<file path="src/rtl/text_render.sv">
// Character-cell text renderer: walks a text RAM and a font ROM to turn a text page into per-pixel colour indices.
// Optional macro TEXT_CURSOR_EN adds a frame-rate blinking cursor that swaps a cell's fg/bg colours.
`timescale 1ns/1ps

module text_render #(
  parameter int WORD       = 32,
  parameter int ADDRW      = 12,
  parameter int COLS       = 80,
  parameter int ROWS       = 30,
  parameter int GLYPH_W    = 8,
  parameter int GLYPH_H    = 16,
  parameter int CIDXW      = 4,
  parameter int FONT_ADDRW = 12
) (
  input  logic                  clk_pix,
  input  logic                  rst_pix_n,
  input  logic                  frame,
  input  logic                  line,
  input  logic                  de,
  output logic [ADDRW-1:0]      addr_disp,
  input  logic [WORD-1:0]       dout_disp,
  output logic [FONT_ADDRW-1:0] font_addr,
  input  logic [GLYPH_W-1:0]    font_data,
  input  logic [6:0]            cursor_col,
  input  logic [4:0]            cursor_row,
  input  logic                  cursor_en,
  output logic                  pix_de,
  output logic [CIDXW-1:0]      pix_cidx
);

  localparam int GXW = (GLYPH_W > 1) ? $clog2(GLYPH_W) : 1;
  localparam int GYW = (GLYPH_H > 1) ? $clog2(GLYPH_H) : 1;
  localparam logic [GXW-1:0]   GX_LAST  = GXW'(GLYPH_W - 1);
  localparam logic [GYW-1:0]   GY_LAST  = GYW'(GLYPH_H - 1);
  localparam logic [4:0]       ROW_LAST = 5'(ROWS - 1);
  localparam logic [ADDRW-1:0] COLS_A   = ADDRW'(COLS);

  typedef enum logic {
    ST_WAIT = 1'b0,
    ST_RUN  = 1'b1
  } state_t;

  // Reset asserts asynchronously but is released through a two-flop synchroniser.
  logic r_rst_meta;
  logic r_rst_sync;

  always_ff @(posedge clk_pix or negedge rst_pix_n) begin
    if (!rst_pix_n) begin
      r_rst_meta <= 1'b0;
      r_rst_sync <= 1'b0;
    end else begin
      r_rst_meta <= 1'b1;
      r_rst_sync <= r_rst_meta;
    end
  end

  state_t r_state;
  state_t w_state_next;
  logic   w_frame;
  logic   w_active;
  logic   w_de0;

  assign w_frame  = frame & r_rst_sync;
  assign w_active = (r_state == ST_RUN);

  always_ff @(posedge clk_pix or negedge rst_pix_n) begin
    if (!rst_pix_n) begin
      r_state <= ST_WAIT;
    end else begin
      r_state <= w_state_next;
    end
  end

  // Nothing reaches the pixel pipeline until the first frame pulse after reset.
  always_comb begin
    w_state_next = r_state;
    w_de0        = 1'b0;
    case (r_state)
      ST_WAIT: begin
        if (w_frame) begin
          w_state_next = ST_RUN;
        end
      end
      ST_RUN: begin
        w_de0 = de;
      end
      default: begin
        w_state_next = ST_WAIT;
      end
    endcase
  end

  logic [ADDRW-1:0] r_row_base;
  logic [ADDRW-1:0] r_addr;
  logic [GYW-1:0]   r_gy;
  logic [GXW-1:0]   r_gx;
  logic [6:0]       r_col;
  logic [4:0]       r_row;
  logic             r_first;

  logic [ADDRW-1:0] w_row_base_next;
  logic [ADDRW-1:0] w_addr_next;
  logic [GYW-1:0]   w_gy_next;
  logic [GXW-1:0]   w_gx_next;
  logic [6:0]       w_col_next;
  logic [4:0]       w_row_next;
  logic             w_first_next;
  logic [ADDRW-1:0] w_base_adv;

  assign w_base_adv = (r_row == ROW_LAST) ? '0 : r_row_base + COLS_A;

  // frame outranks line, and both outrank de counting in the same cycle.
  always_comb begin
    w_row_base_next = r_row_base;
    w_addr_next     = r_addr;
    w_gy_next       = r_gy;
    w_gx_next       = r_gx;
    w_col_next      = r_col;
    w_row_next      = r_row;
    w_first_next    = r_first;
    if (w_frame) begin
      w_row_base_next = '0;
      w_addr_next     = '0;
      w_gy_next       = '0;
      w_gx_next       = '0;
      w_col_next      = '0;
      w_row_next      = '0;
      w_first_next    = ~line;
    end else if (w_active && line) begin
      w_gx_next    = '0;
      w_col_next   = '0;
      w_first_next = 1'b0;
      w_addr_next  = r_row_base;
      if (!r_first) begin
        if (r_gy == GY_LAST) begin
          w_gy_next       = '0;
          w_row_base_next = w_base_adv;
          w_addr_next     = w_base_adv;
          w_row_next      = (r_row == ROW_LAST) ? 5'd0 : r_row + 5'd1;
        end else begin
          w_gy_next = r_gy + GYW'(1);
        end
      end
    end else if (w_active && de) begin
      if (r_gx == GX_LAST) begin
        w_gx_next   = '0;
        w_addr_next = r_addr + ADDRW'(1);
        w_col_next  = r_col + 7'd1;
      end else begin
        w_gx_next = r_gx + GXW'(1);
      end
    end
  end

  always_ff @(posedge clk_pix or negedge rst_pix_n) begin
    if (!rst_pix_n) begin
      r_row_base <= '0;
      r_addr     <= '0;
      r_gy       <= '0;
      r_gx       <= '0;
      r_col      <= '0;
      r_row      <= '0;
      r_first    <= 1'b0;
    end else begin
      r_row_base <= w_row_base_next;
      r_addr     <= w_addr_next;
      r_gy       <= w_gy_next;
      r_gx       <= w_gx_next;
      r_col      <= w_col_next;
      r_row      <= w_row_next;
      r_first    <= w_first_next;
    end
  end

  assign addr_disp = r_addr;

  logic w_cur_hit;

`ifdef TEXT_CURSOR_EN
  logic [5:0] r_blink;

  // The first frame after reset only arms the renderer, so frame n sees blink == n.
  always_ff @(posedge clk_pix or negedge rst_pix_n) begin
    if (!rst_pix_n) begin
      r_blink <= '0;
    end else if (w_frame && w_active) begin
      r_blink <= r_blink + 6'd1;
    end
  end

  assign w_cur_hit = cursor_en & r_blink[5] & (r_col == cursor_col) & (r_row == cursor_row);
`else
  logic w_unused_cursor;
  assign w_unused_cursor = ^{cursor_col, cursor_row, cursor_en};
  assign w_cur_hit       = 1'b0;
`endif

  logic w_unused_dout;
  assign w_unused_dout = ^dout_disp;

  // Stage 1: the text word arrives this cycle, so the font lookup address is formed combinationally.
  logic           r_de1;
  logic [GXW-1:0] r_gx1;
  logic [GYW-1:0] r_gy1;
  logic           r_cur1;

  always_ff @(posedge clk_pix or negedge rst_pix_n) begin
    if (!rst_pix_n) begin
      r_de1  <= 1'b0;
      r_gx1  <= '0;
      r_gy1  <= '0;
      r_cur1 <= 1'b0;
    end else begin
      r_de1  <= w_de0;
      r_gx1  <= r_gx;
      r_gy1  <= r_gy;
      r_cur1 <= w_cur_hit;
    end
  end

  logic [CIDXW-1:0] w_fg;
  logic [CIDXW-1:0] w_bg;
  logic [8+GYW-1:0] w_font_full;

  assign w_fg        = dout_disp[WORD-1 -: CIDXW];
  assign w_bg        = dout_disp[WORD-1-CIDXW -: CIDXW];
  assign w_font_full = {dout_disp[7:0], r_gy1};
  assign font_addr   = r_de1 ? FONT_ADDRW'(w_font_full) : '0;

  // Stage 2: font row arrives this cycle; colours are swapped here for the cursor cell.
  logic             r_de2;
  logic [GXW-1:0]   r_gx2;
  logic [CIDXW-1:0] r_fg2;
  logic [CIDXW-1:0] r_bg2;

  always_ff @(posedge clk_pix or negedge rst_pix_n) begin
    if (!rst_pix_n) begin
      r_de2 <= 1'b0;
      r_gx2 <= '0;
      r_fg2 <= '0;
      r_bg2 <= '0;
    end else begin
      r_de2 <= r_de1;
      r_gx2 <= r_gx1;
      r_fg2 <= r_cur1 ? w_bg : w_fg;
      r_bg2 <= r_cur1 ? w_fg : w_bg;
    end
  end

  logic [GXW-1:0] w_bit_sel;
  logic           r_pix_de;
  logic [CIDXW-1:0] r_pix_cidx;

  assign w_bit_sel = GX_LAST - r_gx2;

  always_ff @(posedge clk_pix or negedge rst_pix_n) begin
    if (!rst_pix_n) begin
      r_pix_de   <= 1'b0;
      r_pix_cidx <= '0;
    end else begin
      r_pix_de   <= r_de2;
      r_pix_cidx <= r_de2 ? (font_data[w_bit_sel] ? r_fg2 : r_bg2) : '0;
    end
  end

  assign pix_de   = r_pix_de;
  assign pix_cidx = r_pix_cidx;

endmodule

</file>
<file path="config.mk">
export PLATFORM = sky130hd
export DESIGN_NAME = text_render
export DESIGN_NICKNAME = d
export VERILOG_FILES = /design/src/rtl/text_render.sv
export SDC_FILE = /design/constraint.sdc
export NUM_CORES = 1
export LEC_CHECK = 0
export ABC_AREA = 1
export CORE_MARGIN = 10
export CORE_UTILIZATION = 43
export DETAILED_ROUTE_END_ITERATION = 7
export GPL_ROUTABILITY_DRIVEN = 0
export PLACE_DENSITY_LB_ADDON = 0.12
export REMOVE_ABC_BUFFERS = 1
export SLEW_MARGIN = 20
export SYNTH_ARGS = -nofsm -noshare
export SYNTH_HDL_FRONTEND = slang
export SYNTH_SLANG_ARGS = --single-unit
</file>
<file path="constraint.sdc">
create_clock -name clk_pix -period 1.7 [get_ports clk_pix]
set_clock_uncertainty 0.1 [all_clocks]
set_input_delay 0.34 -clock clk_pix [delete_from_list [all_inputs] [get_ports clk_pix]]
set_output_delay 0.34 -clock clk_pix [all_outputs]
set_load 0.01 [all_outputs]
</file>
==> results.rst <==
.. list-table::
   :header-rows: 1

   * - Metric
     - Value
   * - Result of the run
     - complete, no violations
   * - Clk Tree Root Cell
     - clkbuf_8
   * - Core area
     - 7176 µm²
   * - Remaining Overflow, GRT
     - 0
   * - Area Overhead vs Synth
     - 41.09%
   * - Sequence of cells on the critical path
     - ha_1 -> ha_2 -> a21oi_4 -> nor2_1 -> buf_4 -> o211ai_1 -> o22ai_1
   * - Internal power
     - 3.313 mW
   * - Cells taking the most area after synthesis
     - dfrtp_1 (52%), nand2_1 (8.9%), inv_1 (6.8%), nand3_1 (5.1%), o21ai_0 (4.5%)
   * - Post-synthesis area per instance
     - 8.491 µm²
   * - Wire length on met1
     - 3.392 mm
   * - Number of design rule violations left after detail routing
     - 0
   * - Total count of max-transition violations in the final report
     - 0
   * - Largest fanout on the critical path
     - 5
   * - Clock-pin slew on the worst setup and hold paths
     - 0.07 ns
   * - Hold violation count in the final report
     - 0
   * - Class of the worst hold path
     - register to register
   * - Netlist cell types
     - 34
   * - Number of I/O port buffers
     - 57
   * - Syn. warnings
     - 0
   * - Total via count in the routed design
     - 2769
   * - Detailed placement HPWL
     - 5.356 mm
   * - Share of the yosys chip area belonging to registers
     - 51.92%
   * - Die X
     - 105.4 µm
   * - Met3 Routed Length
     - 337 µm
   * - Layout fillers
     - 615
   * - Power density normalized to cell area
     - 1020 nW/µm²
   * - VDD IR-drop max
     - 0.6065 mV
   * - Total wire length
     - 7.632 mm
   * - Via count of the first global-routing pass
     - 2686
   * - Wire length of the first global-routing pass
     - 12.56 mm
   * - Leakage power summed over all cells
     - 2.244 nW
   * - Cell area after technology mapping
     - 3133 µm²
   * - Type of element launching the critical path
     - register
   * - Initial core utilization
     - 43.66%
   * - Unrepaired setup endpoints after global routing
     - true
   * - Number of antenna-violating nets in the routed design
     - 0
   * - Total area of multi-input combinational cells
     - 1334 µm²
   * - Metal2 WL
     - 3.767 mm
   * - Number of H-tree branching levels
     - 3
   * - Peak Freq
     - 610.5 MHz
   * - Uppermost routed layer
     - met4
   * - Share of cells above drive strength 1
     - 22.55%
   * - Most instantiated cells after synthesis
     - nand2_1 (74), dfrtp_1 (65), inv_1 (57), nand3_1 (32), o21ai_0 (28)
   * - Worst endpoint required time
     - 1.82 ns
   * - Clock power frac
     - 39.3%
   * - Critical path endpoint category
     - register
   * - Number of synthesized register bits
     - 65
   * - Core utilization of the finished layout
     - 61.60%
   * - Final setup violating endpoints
     - 0
   * - DR vias/cell
     - 4.791
   * - Synth top area share
     - 51.92%
   * - Area of the die
     - 11100 µm²
   * - Die Y-Extent
     - 105.4 µm
   * - Cells after Synth
     - 369
   * - Drt pass-1 iters
     - 4
   * - Pin count of the biggest net entering global routing
     - 66
   * - Starting DRT DRC Count
     - 111
   * - Sequential fraction of design power
     - 41.3%
   * - Maximum Capacitance Violations
     - 0
   * - Combinational group share of total power
     - 19.4%
   * - Min Clock Period, post-route
     - 1.638 ns
   * - Ant. Diodes
     - 0
   * - Start-to-end type of the worst setup path
     - register to register
   * - Period Utilization, post-route
     - 96.36%
   * - I/O Pins
     - 87
   * - Number of enable-type register cells in the synthesized netlist
     - 0
   * - Async set-reset flop share out of synthesis
     - 100.0%
   * - Final nets
     - 539
   * - Clock sinks
     - 65
   * - Routed length per instance
     - 13.20 µm
   * - Max incr delay on CP
     - 0.39 ns
   * - Slowest cell on crit path
     - dfrtp_1
   * - Switching share of power
     - 26.55%
   * - Clock buffer count from CTS
     - 9
   * - Antenna violations before repair
     - 0
   * - WP buf/inv
     - 1
   * - Most used DFF post-synth
     - dfrtp_1
   * - Number of rows in the core area
     - 31
   * - Clock latency reported for the late side of the worst-skew pair
     - 0.34 ns
   * - Max Root-Sink Buffers
     - 2
   * - GRT Overall Usage
     - 13.66%
   * - Critical path arrival
     - 1.76 ns
   * - Area used by sequential logic in the layout
     - 1630 µm²
   * - TritonCTS clock tree
     - yes
   * - Top cell type by total area after synthesis
     - dfrtp_1
   * - Hold_ws
     - 0.2445 ns
   * - P_sw
     - 1.198 mW
   * - Most frequent cell after synthesis
     - nand2_1
   * - Critical path's top delay family
     - adder cells
==> per-layer routing <==
layer	vias up	GRT usage (%)
met5	-	0
met1	1290	16.49
met3	12	3.837
met4	0	5.686
li1	1417	-
met2	50	22.40
==> state kept, by name, summed over array words and instances, names as in the netlist, 3 cells and up <==
signal / count
addr_disp: 12
pix_cidx: 4
r_bg2: 4
r_fg2: 4
r_gx: 3
r_gx1: 3
r_gx2: 3
r_gy: 4
r_gy1: 4
r_row: 5
r_row_base: 12
==> through the flow <==
step | setup TNS, ns | cells | worst slack [ns] | cell area (µm²) | power, mW
2_1_floorplan | 0 | 364 | 0.07778 | 3110 | 2.277
3_3_place_gp | -4.449 | 549 | -0.1939 | 4030 | 2.684
3_5_place_dp | -4.929 | 549 | -0.2146 | 4030 | 2.709
4_1_cts | 0 | 573 | 0.005236 | 4368 | 4.513
5_1_grt | -0.1994 | 578 | -0.04662 | 4420 | 4.747
6_report | 0 | 578 | 0.06193 | 4420 | 4.510
==> cell type report <==
| cell class | count | area share (%) |
|---|---|---|
| clock inverters | 6 | 3.114 |
| clock buffers | 10 | 3.114 |
| multi-input cells | 240 | 30.17 |
| flip-flops and latches | 65 | 36.88 |
| well taps | 99 | 2.802 |
| inverters | 60 | 5.095 |
| repair buffers | 98 | 18.82 |
==> power by group through the flow <==
stage,Clock (mW),Sequential (mW),Combinational (mW)
finish,1.77,1.86,0.874
CTS,1.82,1.85,0.845
global placement,0,1.89,0.793
detailed placement,0,1.90,0.809
global route,1.88,1.89,0.984
floorplan,0,1.90,0.379
==> cell usage in the layout (no fill, tap or decap), drive strengths merged <==
cell | Yosys | routed
a21oi | 17 | 17
a31oi | 3 | 3
buf | 3 | 41
bufinv | 0 | 4
clkbuf | 2 | 22
clkdlybuf4s50 | 0 | 32
clkinv | 0 | 1
conb | 1 | 1
dfrtp | 65 | 65
dlygate4sd2 | 0 | 7
dlygate4sd3 | 0 | 1
dlymetal6s2s | 0 | 5
ha | 7 | 7
inv | 60 | 61
nand2 | 78 | 78
nand3 | 36 | 36
nand4 | 7 | 7
nor2 | 30 | 31
nor3 | 6 | 6
nor3b | 2 | 2
o211ai | 6 | 6
o21ai | 34 | 34
o22ai | 3 | 3
o31a | 1 | 1
o31ai | 1 | 1
o41ai | 1 | 1
or2 | 3 | 3
xnor2 | 2 | 2
xor2 | 1 | 1
==> worst paths after layout <==
path / startpoint / end / slack [ns] / depth (start not counted)
setup / recovery: r_gx[0] / addr_disp[3] / 0.06 / 7
hold / removal: r_gx1[2] / r_gx2[2] / 0.24 / 0
setup reg to reg: r_gx[0] / addr_disp[3] / 0.06 / 7
hold reg to reg: r_gx1[2] / r_gx2[2] / 0.24 / 0
max in group asynchronous: rst_pix_n / r_first / 0.76 / 3
min in group asynchronous: rst_pix_n / r_bg2[1] / 0.45 / 3
==> cell families after synthesis <==
logic type | Yosys count | share of synthesized area, %
adders and majority gates | 7 | 2.795
xor gates and xnor gates | 3 | 0.8388
buffers and inverters | 65 | 7.907
AOI/OAI and AO/OA | 66 | 12.18
DFF | 65 | 51.92
and+or+nand+nor | 162 | 24.24
other | 1 | 0.1197
==> timing repair <==
action,in CTS,in global routing
buffers inserted,7,4
setup endpoints to repair,28,38
hold endpoints to repair,65,0
hold buffers,1,0
cloned,0,1
pin swaps,0,8
gates resized for setup,35,36
(Power assumes the default switching activity.)
